`src/rtl/cl_serial_pkg.sv`:
```
// cl_serial shared definitions: FSM state encoding and logic op codes.
// Ports: none (package).
package cl_serial_pkg;

   typedef enum logic [1:0] {
      ST_IDLE = 2'b00,
      ST_RUN  = 2'b01,
      ST_DONE = 2'b10
   } state_t;

   localparam logic [1:0] OP_AND = 2'b00;
   localparam logic [1:0] OP_OR  = 2'b01;
   localparam logic [1:0] OP_XOR = 2'b10;
   localparam logic [1:0] OP_NOT = 2'b11;

endpackage

```
`src/rtl/cl_serial_if.sv`:
```
// cl_serial request/result bundle.
// master: drives start/a/b/S, reads out/zero/busy/done; slave: the reverse.
interface cl_serial_if #(
   parameter int N = 4
);

   logic         start;
   logic [N-1:0] a;
   logic [N-1:0] b;
   logic [1:0]   S;
   logic [N-1:0] out;
   logic         zero;
   logic         busy;
   logic         done;

   modport master (
      output start, a, b, S,
      input  out, zero, busy, done
   );

   modport slave (
      input  start, a, b, S,
      output out, zero, busy, done
   );

endinterface

```
`src/rtl/cl_serial_cl.sv`:
```
// cl: one-bit logic cell, y = a op b for op in {AND, OR, XOR, NOT a}.
// Ports: a, b (bit operands), s (2-bit op select), y (result bit).
module cl
   import cl_serial_pkg::*;
(
   input  logic       a,
   input  logic       b,
   input  logic [1:0] s,
   output logic       y
);

   always_comb begin
      y = 1'b0;
      unique case (s)
         OP_AND: y = a & b;
         OP_OR:  y = a | b;
         OP_XOR: y = a ^ b;
         OP_NOT: y = ~a;
      endcase
   end

endmodule

```
`src/rtl/cl_serial.sv`:
```
// cl_serial: bit-serial logic processor feeding/collecting the cl cell LSB first.
// Ports: clk, reset (async, active high), bus (cl_serial_if slave).
module cl_serial
   import cl_serial_pkg::*;
#(
   parameter int N = 4
) (
   input  logic        clk,
   input  logic        reset,
   cl_serial_if.slave  bus
);

   localparam int CNT_W = $clog2(N);
   localparam logic [CNT_W-1:0] LAST = CNT_W'(N - 1);

   state_t           state_q, state_d;
   logic [CNT_W-1:0] cnt_q, cnt_d;
   logic [N-1:0]     a_q, a_d;
   logic [N-1:0]     b_q, b_d;
   logic [1:0]       s_q, s_d;
   logic [N-1:0]     work_q, work_d;
   logic [N-1:0]     out_q, out_d;
   logic             zero_q, zero_d;
   logic             cell_y;

   cl u_cl (
      .a (a_q[cnt_q]),
      .b (b_q[cnt_q]),
      .s (s_q),
      .y (cell_y)
   );

   always_ff @(posedge clk or posedge reset) begin
      if (reset) begin
         state_q <= ST_IDLE;
         cnt_q   <= '0;
         a_q     <= '0;
         b_q     <= '0;
         s_q     <= '0;
         work_q  <= '0;
         out_q   <= '0;
         zero_q  <= 1'b1;
      end else begin
         state_q <= state_d;
         cnt_q   <= cnt_d;
         a_q     <= a_d;
         b_q     <= b_d;
         s_q     <= s_d;
         work_q  <= work_d;
         out_q   <= out_d;
         zero_q  <= zero_d;
      end
   end

   always_comb begin
      state_d = state_q;
      cnt_d   = cnt_q;
      a_d     = a_q;
      b_d     = b_q;
      s_d     = s_q;
      work_d  = work_q;
      out_d   = out_q;
      zero_d  = zero_q;
      unique case (state_q)
         ST_IDLE, ST_DONE: begin
            // DONE accepts like IDLE so back-to-back ops lose no cycle
            if (bus.start) begin
               a_d     = bus.a;
               b_d     = bus.b;
               s_d     = bus.S;
               cnt_d   = '0;
               work_d  = '0;
               state_d = ST_RUN;
            end else begin
               state_d = ST_IDLE;
            end
         end
         ST_RUN: begin
            // new bit enters at MSB; after N shifts bit 0 sits at LSB
            work_d = {cell_y, work_q[N-1:1]};
            cnt_d  = cnt_q + CNT_W'(1);
            if (cnt_q == LAST) begin
               out_d   = work_d;
               zero_d  = (work_d == '0);
               state_d = ST_DONE;
            end
         end
         default: state_d = ST_IDLE;
      endcase
   end

   assign bus.out  = out_q;
   assign bus.zero = zero_q;
   assign bus.busy = (state_q == ST_RUN);
   assign bus.done = (state_q == ST_DONE);

endmodule

```
`src/flat_wrapper.sv`:
```
// flat-port wrapper written by rule: the top's interface ports become plain ports
module cl_serial_flat import cl_serial_pkg::*;
#(
   parameter int N = 4
)
  (clk, reset, bus_start, bus_a, bus_b, bus_S, bus_out, bus_zero, bus_busy, bus_done);
  cl_serial_if #(.N(N)) bus_i ();
  input  logic clk;
  input  logic reset;
  input wire logic [$bits(bus_i.start)-1:0] bus_start;
  input wire logic [$bits(bus_i.a)-1:0] bus_a;
  input wire logic [$bits(bus_i.b)-1:0] bus_b;
  input wire logic [$bits(bus_i.S)-1:0] bus_S;
  output wire logic [$bits(bus_i.out)-1:0] bus_out;
  output wire logic [$bits(bus_i.zero)-1:0] bus_zero;
  output wire logic [$bits(bus_i.busy)-1:0] bus_busy;
  output wire logic [$bits(bus_i.done)-1:0] bus_done;
  assign bus_i.start = bus_start;
  assign bus_i.a = bus_a;
  assign bus_i.b = bus_b;
  assign bus_i.S = bus_S;
  assign bus_out = bus_i.out;
  assign bus_zero = bus_i.zero;
  assign bus_busy = bus_i.busy;
  assign bus_done = bus_i.done;
  cl_serial #(.N(N)) u_core (.clk(clk), .reset(reset), .bus(bus_i));
endmodule
```
`config.mk`:
```
export PLATFORM = sky130hd
export DESIGN_NAME = cl_serial_flat
export DESIGN_NICKNAME = d
export VERILOG_FILES = /design/src/rtl/cl_serial_pkg.sv /design/src/rtl/cl_serial_if.sv /design/src/rtl/cl_serial_cl.sv /design/src/rtl/cl_serial.sv /design/src/flat_wrapper.sv
export SDC_FILE = /design/constraint.sdc
export NUM_CORES = 1
export LEC_CHECK = 0
export ABC_AREA = 1
export CORE_MARGIN = 8
export CORE_UTILIZATION = 40
export CTS_CLUSTER_DIAMETER = 30
export DETAILED_ROUTE_END_ITERATION = 16
export MAX_ROUTING_LAYER = met4
export PLACE_DENSITY_LB_ADDON = 0.08
export SLEW_MARGIN = 30
export SYNTH_ARGS = -nofsm -noshare
export SYNTH_HDL_FRONTEND = slang
export SYNTH_HIERARCHICAL = 1
export SYNTH_SLANG_ARGS = --single-unit
```
`constraint.sdc`:
```
create_clock -name clk -period 1.7 [get_ports clk]
set_input_delay 0.17 -clock clk [delete_from_list [all_inputs] [get_ports clk]]
set_output_delay 0.17 -clock clk [all_outputs]
set_load 0.1 [all_outputs]
```
# After elaboration in Yosys (flattened, before gate mapping)
# Index checks and enable logic that the tools add are counted.
# Widths: inputs -> output; s select.
[totals] output_inout_bits=7 elab_cells=42 regBits=23
[classes] n_eq_ne=8 n_addsub=1 mux=12 magnitude_cmp=1 reduce_logical=8 bitwise_logic=4
[ops] operator="$eq 2x2->1 const B" n=4
[ops] operator="$pmux 2 s2" n=2
[ops] operator="$pmux 4 s2" n=1
[ops] operator="$reduce_and 2->1" n=3
[ops] operator="$bmux 1 s2" n=2
[ops] operator="$eq 2x1->1 const B" n=2
[ops] operator="$logic_not 2->1" n=2
[ops] operator="$logic_not 4->1" n=1
[ops] operator="$mux 2" n=2
[ops] operator="$mux 4" n=1
[ops] operator="$pmux 1 s4" n=1
[ops] operator="$lt 2x3->1 const B" n=1
[ops] operator="$mux 1" n=3
[ops] operator="$add 2x1->2 const B" n=1
[ops] operator="$ne 2x1->1 const B" n=1
[ops] operator="$ne 2x2->1 const B" n=1
[ops] operator="$reduce_bool 2->1" n=1
[ops] operator="$reduce_or 2->1" n=1
[ops] operator="$and 1x1->1" n=1
[ops] operator="$not 1->1" n=1
[ops] operator="$or 1x1->1" n=1
[ops] operator="$xor 1x1->1" n=1

# Depth between registers and ports, before layout
# Gate-level depths: netlist (run 1).
[logic_depth] depth_word=5 ltp_mapped=13 mapped_depth_nobuf=13

# Cells and area by module
# Netlist (run 1), hierarchy kept.
[modules_own_cells] module="cl_serial" area_per_inst_um2=948.4 instances=1 cells_per_inst=113 seq_area_each_um2=551.8
[modules_own_cells] module="cl" area_per_inst_um2=76.3 instances=1 cells_per_inst=15 seq_area_each_um2=0.0

# Least setup slack after synthesis (run 1)
# Ideal clock, no wire load.
[synth_timing] path_type="reg-to-output" startpoint="register u_core.state_q[0]" endpoint="output bus_done" stages_incl_launch_ff=2 path_slack_ps=-139 path_buffers=0 arrival_time_ps=1669 required_time_ps=1530 path_cell_list="dfrtp_1 > nor2_1"
[synth_between] elab_chain_cells=1
[synth_rtl] item="start, declared" line="cl_serial.sv:16" text="state_t state_q, state_d;"
[synth_rtl] item="start signal, assigned" line="cl_serial.sv:44" text="state_q <= state_d;"
[synth_rtl] item="$eq 2x2->1" line="cl_serial.sv:95" text="assign bus.done = (state_q == ST_DONE);"
[synth_rtl] item="end, declared" line="flat_wrapper.sv:17" text="output wire logic [$bits(bus_i.done)-1:0] bus_done;"
# No other way between the ends.

# Worst setup path in the final report (run 1)
[layout_timing] startpoint="register u_core.cnt_q[0]" endpoint="register u_core.work_q[3]"
[layout_between] elab_chain_cells=5 elab_cells_between_ends=10
[layout_rtl] item="start, declared" line="cl_serial.sv:17" text="logic [CNT_W-1:0] cnt_q, cnt_d;"
[layout_rtl] item="start signal, assigned" line="cl_serial.sv:45" text="cnt_q <= cnt_d;"
[layout_rtl] item="$bmux 1 s2 (on tied branches)" line="cl_serial.sv:27, cl_serial.sv:28"
[layout_rtl] item="$mux 1 (on tied branches)" line="cl_serial.sv:27, cl_serial.sv:28"
[layout_rtl] item="$xor 1x1->1 (tied with other cells)" line="cl_serial_cl.sv:17" text="OP_XOR: y = a ^ b;"
[layout_rtl] item="$pmux 1 s4 *" line="cl_serial_cl.sv:14" text="unique case (s)"
[layout_rtl] item="net u_core.cell_y" line="cl_serial.sv:24" text="logic cell_y;"
[layout_rtl] item="$pmux 4 s2 *" line="cl_serial.sv:64" text="unique case (state_q)"
[layout_rtl] item="end signal, assigned" line="cl_serial.sv:49" text="work_q <= work_d;"
[layout_rtl] item="end, declared" line="cl_serial.sv:21" text="logic [N-1:0] work_q, work_d;"
# The timed path passes the listed nets; every way through them passes the cells marked *. The select of a mux whose other input is x is not followed.
# A chain may end at the register's enable or synchronous reset.

==> metrics.txt, run 1 <==
yosys warns=6; Die ar.=between 4000 and 5000 um2; initial antenna violation count=0; R2R Setup Slk=between 0.02 and 0.025 ns; Detail Route Antenna Nets=0; crit path from=u_core/cnt_q[0]; GPL Wtd Cong=approximately 0.85; Yosys cell types=14; CTS clk-pin slew, worst paths=roughly 0.12 ns; Slew @ Worst Pin=0.391 ns; Detailed Place HPWL=around 1500 um; Max-Slew Margin vs Limit=roughly three quarters; largest net degree at the start of global routing=23; floorplan row count=18; Layout Cells excl Fill=about 190; clock buffer depth=2; Clock Sinks=22; H-Tree Depth=1; CTS tree=built; Initial Utilization=41.7%; worst hold slack=0.179 ns; Pre-antenna DRT Iters=4; Yosys top cell by area=dfrtp_1; clock skew=roughly 0.0076 ns; mapped cell area=1020 um2; fin crit share=a little over nine tenths; mean area per synthesized cell=~8.0 um2; final wirelength=roughly 2300 um; Placed Instances=180; Final setup violation count=0; #FFs+latches synth=22; drt via density=4.70; status=complete, no violations; reg2reg start=u_core/cnt_q[0]; Die H=around 67 um; Slew Limit Fails=0; ANT cells=0; Reg area=roughly 550 um2; min-delay worst type=input port to asynchronous set/reset pin; crit path kind=flip-flop to flip-flop; GRT Util Overall=between 10% and 20%; Synth area leaders=dfrtp_1 (51%), nand2_1 (17%), nand3_1 (7.8%); cell count after synthesis=~130; final hold vios=0; CP startpoint kind=flip-flop; max cap viols=0; Seq/Total Area, Yosys=between 50% and 60%; hold_buf cts=0; share of cells above drive strength 1=approximately 32%; starting DRC count in detailed routing=37; Clock Latency Late Sink=~0.31 ns; Avg WL per Cell=12.4 um; Final nets=roughly 180; routed vias=883; fin util=59.7%; aggregate global routing overflow=0; Area Overhead vs Synth=43.0%; # fillers=227; post-synth top area share=approximately 51%; post-layout minimum cycle time=between 1.5 and 2 ns; Die X-Extent=between 60 and 70 um; post-place instance area=roughly 1300 um2; Worst EP required=roughly 1.9 ns; crit path max fanout=6; vias in the first global route=993; Core ar.=between 2000 and 2500 um2; FMAX=slightly below 600 MHz; CTS buffer count=3; # DRC=0; first-pass GRT wire length=between 4000 and 5000 um; WP data arrival=between 1.5 and 2 ns; boundary pin count=20; area taken by multi-input logic gates=approximately 470 um2; Critical Path End Type=flip-flop; RSZ-0062 raised after global routing=true; final instance area=1470 um2; Synth Net Count=around 140; I/O Buffers=19; root buffer cell=clkbuf_4
==> worst paths after layout <==
| check | end | cells past startpoint |
|---|---|---|
| max in group asynchronous | u_core/bus.zero | 3 |
| worst max register to register | u_core/work_q[3] | 12 |
| worst min-delay path | u_core/cnt_q[0] | 3 |
| worst min register to register | u_core/bus.out[2] | 2 |
| worst max-delay path | u_core/work_q[3] | 12 |
| min in group clk | u_core/s_q[1] | 3 |
==> metrics by stage <==
stage | setup WS [ns] | setup TNS (ns)
2_1_floorplan | 0.0294 | 0
3_3_place_gp | -0.00535 | -0.00535
3_5_place_dp | -0.102 | -0.102
4_1_cts | 0.00873 | 0
5_1_grt | -0.0543 | -0.135
6_report | 0.0233 | 0
==> cells in the mapped netlist <==
| cell | n |
|---|---|
| dfstp_2 | 1 |
| o21ai_0 | 2 |
| inv_2 | 1 |
| buf_4 | 1 |
| ha_1 | 3 |
| nand3_1 | 16 |
| or2_2 | 2 |
| buf_6 | 1 |
| dfrtp_1 | 21 |
| nand2_2 | 1 |
| nand2_1 | 46 |
| a21oi_1 | 6 |
| inv_1 | 18 |
| nor2_1 | 9 |
==> cell families (layout without fill, tap and decap cells) <==
| kind of cell | Yosys count | count (layout) | synth area share [%] |
|---|---|---|---|
| adder cells (fa/ha/maj) | 3 | 3 | 3.66 |
| buffers and inverters | 21 | 51 | 8.79 |
| AO/OA/AOI/OAI | 8 | 8 | 3.91 |
| AND/OR/NAND/NOR | 74 | 74 | 29.8 |
| flip-flops | 22 | 22 | 53.8 |
==> state kept, by name, indices dropped and copies added (netlist names) <==
signal and count:
u_core/a_q 4, u_core/b_q 4, u_core/bus.out 4, u_core/bus.zero 1, u_core/cnt_q 2, u_core/s_q 2, u_core/state_q 2, u_core/work_q 3
==> worst max-delay path, stage by stage, from the launching register on <==
cell,delay [ns]
dfrtp_2,0.48
or2_4,0.25
nand3_2,0.08
nand2_2,0.07
inv_2,0.07
ha_4,0.19
inv_2,0.05
nand2_2,0.04
nand3_2,0.05
nand2_2,0.07
buf_6,0.13
nand2_2,0.05
nand2_1,0.04
==> cell usage in the layout (no fill, tap or decap) <==
| master | Yosys | routed |
|---|---|---|
| nor2_2 | 0 | 2 |
| nand3_2 | 0 | 6 |
| clkbuf_8 | 0 | 1 |
| buf_6 | 1 | 4 |
| dfrtp_2 | 0 | 1 |
| clkdlybuf4s50_1 | 0 | 12 |
| clkbuf_4 | 0 | 3 |
| nor2_1 | 9 | 7 |
| buf_4 | 1 | 9 |
| inv_2 | 1 | 4 |
| nand2_2 | 1 | 11 |
| dfstp_2 | 1 | 1 |
| o21ai_2 | 0 | 1 |
| dfrtp_1 | 21 | 20 |
| a21oi_1 | 6 | 6 |
| buf_12 | 0 | 3 |
| nand2_1 | 46 | 35 |
| nand3_1 | 16 | 10 |
| or2_4 | 0 | 2 |
| ha_4 | 0 | 1 |
| ha_2 | 0 | 1 |
| ha_1 | 3 | 1 |
| inv_1 | 18 | 15 |
| o21ai_0 | 2 | 1 |
| nand2_4 | 0 | 1 |
==> routing by layer <==
layer  up-vias  global-route usage (%)  part of all wire (%)
met5         -                       -                     0
met4         0                    7.73                   2.4
met3         6                    2.35                   4.3
met2        20                    21.0                    50
met1       405                    13.7                    44
li1        452                       -                     -
==> area by class of cell <==
cell class / count / share of cell area (%)
Sequential cell: 22 / 37.7
Multi-Input combinational cell: 85 / 32.4
Timing Repair Buffer: 28 / 20.0
Inverter: 19 / 4.87
Tap cell: 30 / 2.56
Clock buffer: 4 / 2.48
==> what timing repair did <==
item,4_1_cts,5_1_grt
endpoints found under the setup margin,1,3
setup buffers,3,1
resized for setup,21,12
pin swaps,12,8
Power of run 1 is left out: the tool's default activity adds up to more than one toggle a clock period on the data nets, which glitch-free logic cannot reach.
==> run 2: changes to the inputs <==
Settings changed: PLACE_DENSITY set to 0.68, PLACE_DENSITY_LB_ADDON 0.08 to not set.
==> run 2 against run 1 <==
  * Global-route usage fell by 1.5 points
  * Sequential share of layout area rose by 2.0 points
  * Register-to-register slack barely moved
  * Core utilization fell by 3.0 points
  * Non-clock buffer count fell by 4
  * Fmax fell by 0.38%
  * Routed wire length fell by 10%
  * Final area fell by 5.0%
  * Clock skew fell by 0.0011 ns
  * Flip-flop and latch count did not move
  * Die area did not move
  * Critical path type unchanged
  * Critical endpoint unchanged
  * Largest cell class unchanged
==> metrics.txt, run 2 (same netlist as run 1, synthesis figures left out) <==
GPL Wtd Cong=0.826 (was 0.849); Max stage delay cell, worst path=dfrtp_2 (unchanged); Critical Path End Type=flip-flop (unchanged); CTS tree=built (unchanged); Detail Route Antenna Nets=0 (unchanged); root buffer cell=clkbuf_4 (unchanged); commonest non-fill, non-tap cell in the layout=nand2_1 (unchanged); largest net degree at the start of global routing=23 (unchanged); initial antenna violation count=0 (unchanged); crit path from=u_core/cnt_q[0] (unchanged); setup_tns=0 ns (unchanged); H-Tree Depth=1 (unchanged); Clock Sinks=22 (unchanged); fin crit share=99.0% (was 98.6%); final hold vios=0 (unchanged); CTS clk-pin slew, worst paths=0.12 ns (about the same); Clock Latency Late Sink=0.30 ns (was 0.31 ns); Core ar.=2450 um2 (unchanged); Pre-antenna DRT Iters=4 (unchanged); min-delay worst type=input port to asynchronous set/reset pin (unchanged); most frequent cells in the layout=nand2_1 (41), dfrtp_1 (20), inv_1 (14) (was nand2_1 (35), dfrtp_1 (20), inv_1 (15)); reg2reg start=u_core/cnt_q[0] (unchanged); cell repeated most along the worst path=nand2_2 (unchanged); status=complete, no violations (unchanged); CTS buffer count=3 (unchanged); floorplan row count=18 (unchanged); GRT Util Overall=11.1% (was 12.7%); worst hold slack=0.188 ns (was 0.179 ns); Initial Utilization=41.7% (unchanged); crit path max fanout=6 (unchanged); max cap viols=0 (unchanged); drt via density=4.70 (about the same); routed vias=865 (was 883); hold_buf cts=0 (unchanged); GRT met3 Usage=2.85% (was 2.35%); post-layout minimum cycle time=1.68 ns (about the same); starting DRC count in detailed routing=63 (was 37); ANT cells=0 (unchanged); CP startpoint kind=flip-flop (unchanged); Layout Cells excl Fill=184 (was 188); Reg area=553 um2 (unchanged); clock buffer depth=2 (unchanged); RSZ-0062 raised after global routing=true (unchanged); vias in the first global route=913 (was 993); slowest stage delay, CP=0.47 ns (was 0.48 ns); # DRC=0 (unchanged); WP data arrival=1.89 ns (was 1.88 ns); Slew Limit Fails=0 (unchanged); Max-Slew Margin vs Limit=75.1% (was 73.8%); Placed Instances=178 (was 180); # fillers=237 (was 227); global routing met2 resource utilization=17.4% (was 21.0%); Avg WL per Cell=11.3 um (was 12.4 um); share of cells above drive strength 1=24.7% (was 32.3%); Final setup violation count=0 (unchanged); Detailed Place HPWL=1480 um (was 1540 um); area taken by multi-input logic gates=438 um2 (was 474 um2); routing usage on met1=12.1% (was 13.7%); crit path kind=flip-flop to flip-flop (unchanged); Die X-Extent=66.6 um (unchanged); Slew @ Worst Pin=0.373 ns (was 0.391 ns); first-pass GRT wire length=3760 um (was 4200 um); Die ar.=4440 um2 (unchanged); Die H=66.6 um (unchanged); Final nets=171 (was 175); final setup margin=0.0169 ns (was 0.0233 ns); final wirelength=2080 um (was 2320 um); GR peak layer=met2 (unchanged); Worst EP required=1.91 ns (was 1.90 ns); Area Overhead vs Synth=35.8% (was 43.0%); FMAX=594 MHz (was 596 MHz); boundary pin count=20 (unchanged); CP cell instances=or2_4 > nand3_2 > nand2_2 > inv_2 > ha_4 > inv_2 > nand2_2 > nand3_2 > nand2_2 > buf_4 > nand2_1 > nand2_1 (was or2_4 > nand3_2 > nand2_2 > inv_2 > ha_4 > inv_2 > nand2_2 > nand3_2 > nand2_2 > buf_6 > nand2_2 > nand2_1); aggregate global routing overflow=0 (unchanged); clock skew=0.00651 ns (was 0.00756 ns); Setup WS pre-CTS=-0.0736 ns (was -0.102 ns); I/O Buffers=19 (unchanged)
## run 2: path summary, 6_finish.rpt
kind	endpoint	slack, ns	cells after the start
min in group clk	u_core/a_q[0]	0.42	3
worst min register to register	u_core/a_q[0]	0.50	2
worst max-delay path	u_core/work_q[3]	0.02	12
worst max register to register	u_core/work_q[3]	0.02	12
max in group asynchronous	u_core/bus.zero	1.23	3
worst min-delay path	u_core/bus.out[0]	0.19	3
## run 2: what timing repair did
| item | 4_1_cts | 5_1_grt |
|---|---|---|
| buffers inserted | 2 | 0 |
| gates resized for setup | 16 | 5 |
| pin swaps | 11 | 8 |
| setup endpoints to repair | 1 | 4 |
## run 2: worst max-delay path, delay by kind of cell, from the launching register on
kind          cells  cell delay, ns
simple gates      8            0.67
buf+inv           3            0.25
flops             1            0.47
fa+ha+maj         1            0.19
## run 2: cell type report
class | instances | share of cell area, %
Timing Repair Buffer | 24 | 18.3
Inverter | 19 | 5.13
Sequential cell | 22 | 39.7
Tap cell | 30 | 2.70
Clock buffer | 4 | 2.61
Multi-Input combinational cell | 85 | 31.5
## run 2: routing by layer
layer / vias to the layer above / part of all wire, %
li1: 443 / -
met1: 388 / 42
met2: 28 / 49
met3: 6 / 6.0
met4: 0 / 2.5
met5: - / 0
## run 2: metrics by stage
stage          utilization, %  instance area, um2
4_1_cts                  56.3                1380
3_3_place_gp             52.1                1280
2_1_floorplan               -                1030
3_5_place_dp             52.1                1280
6_report                 56.7                1390
5_1_grt                  56.7                1390
Power of run 2 is left out for the same reason.
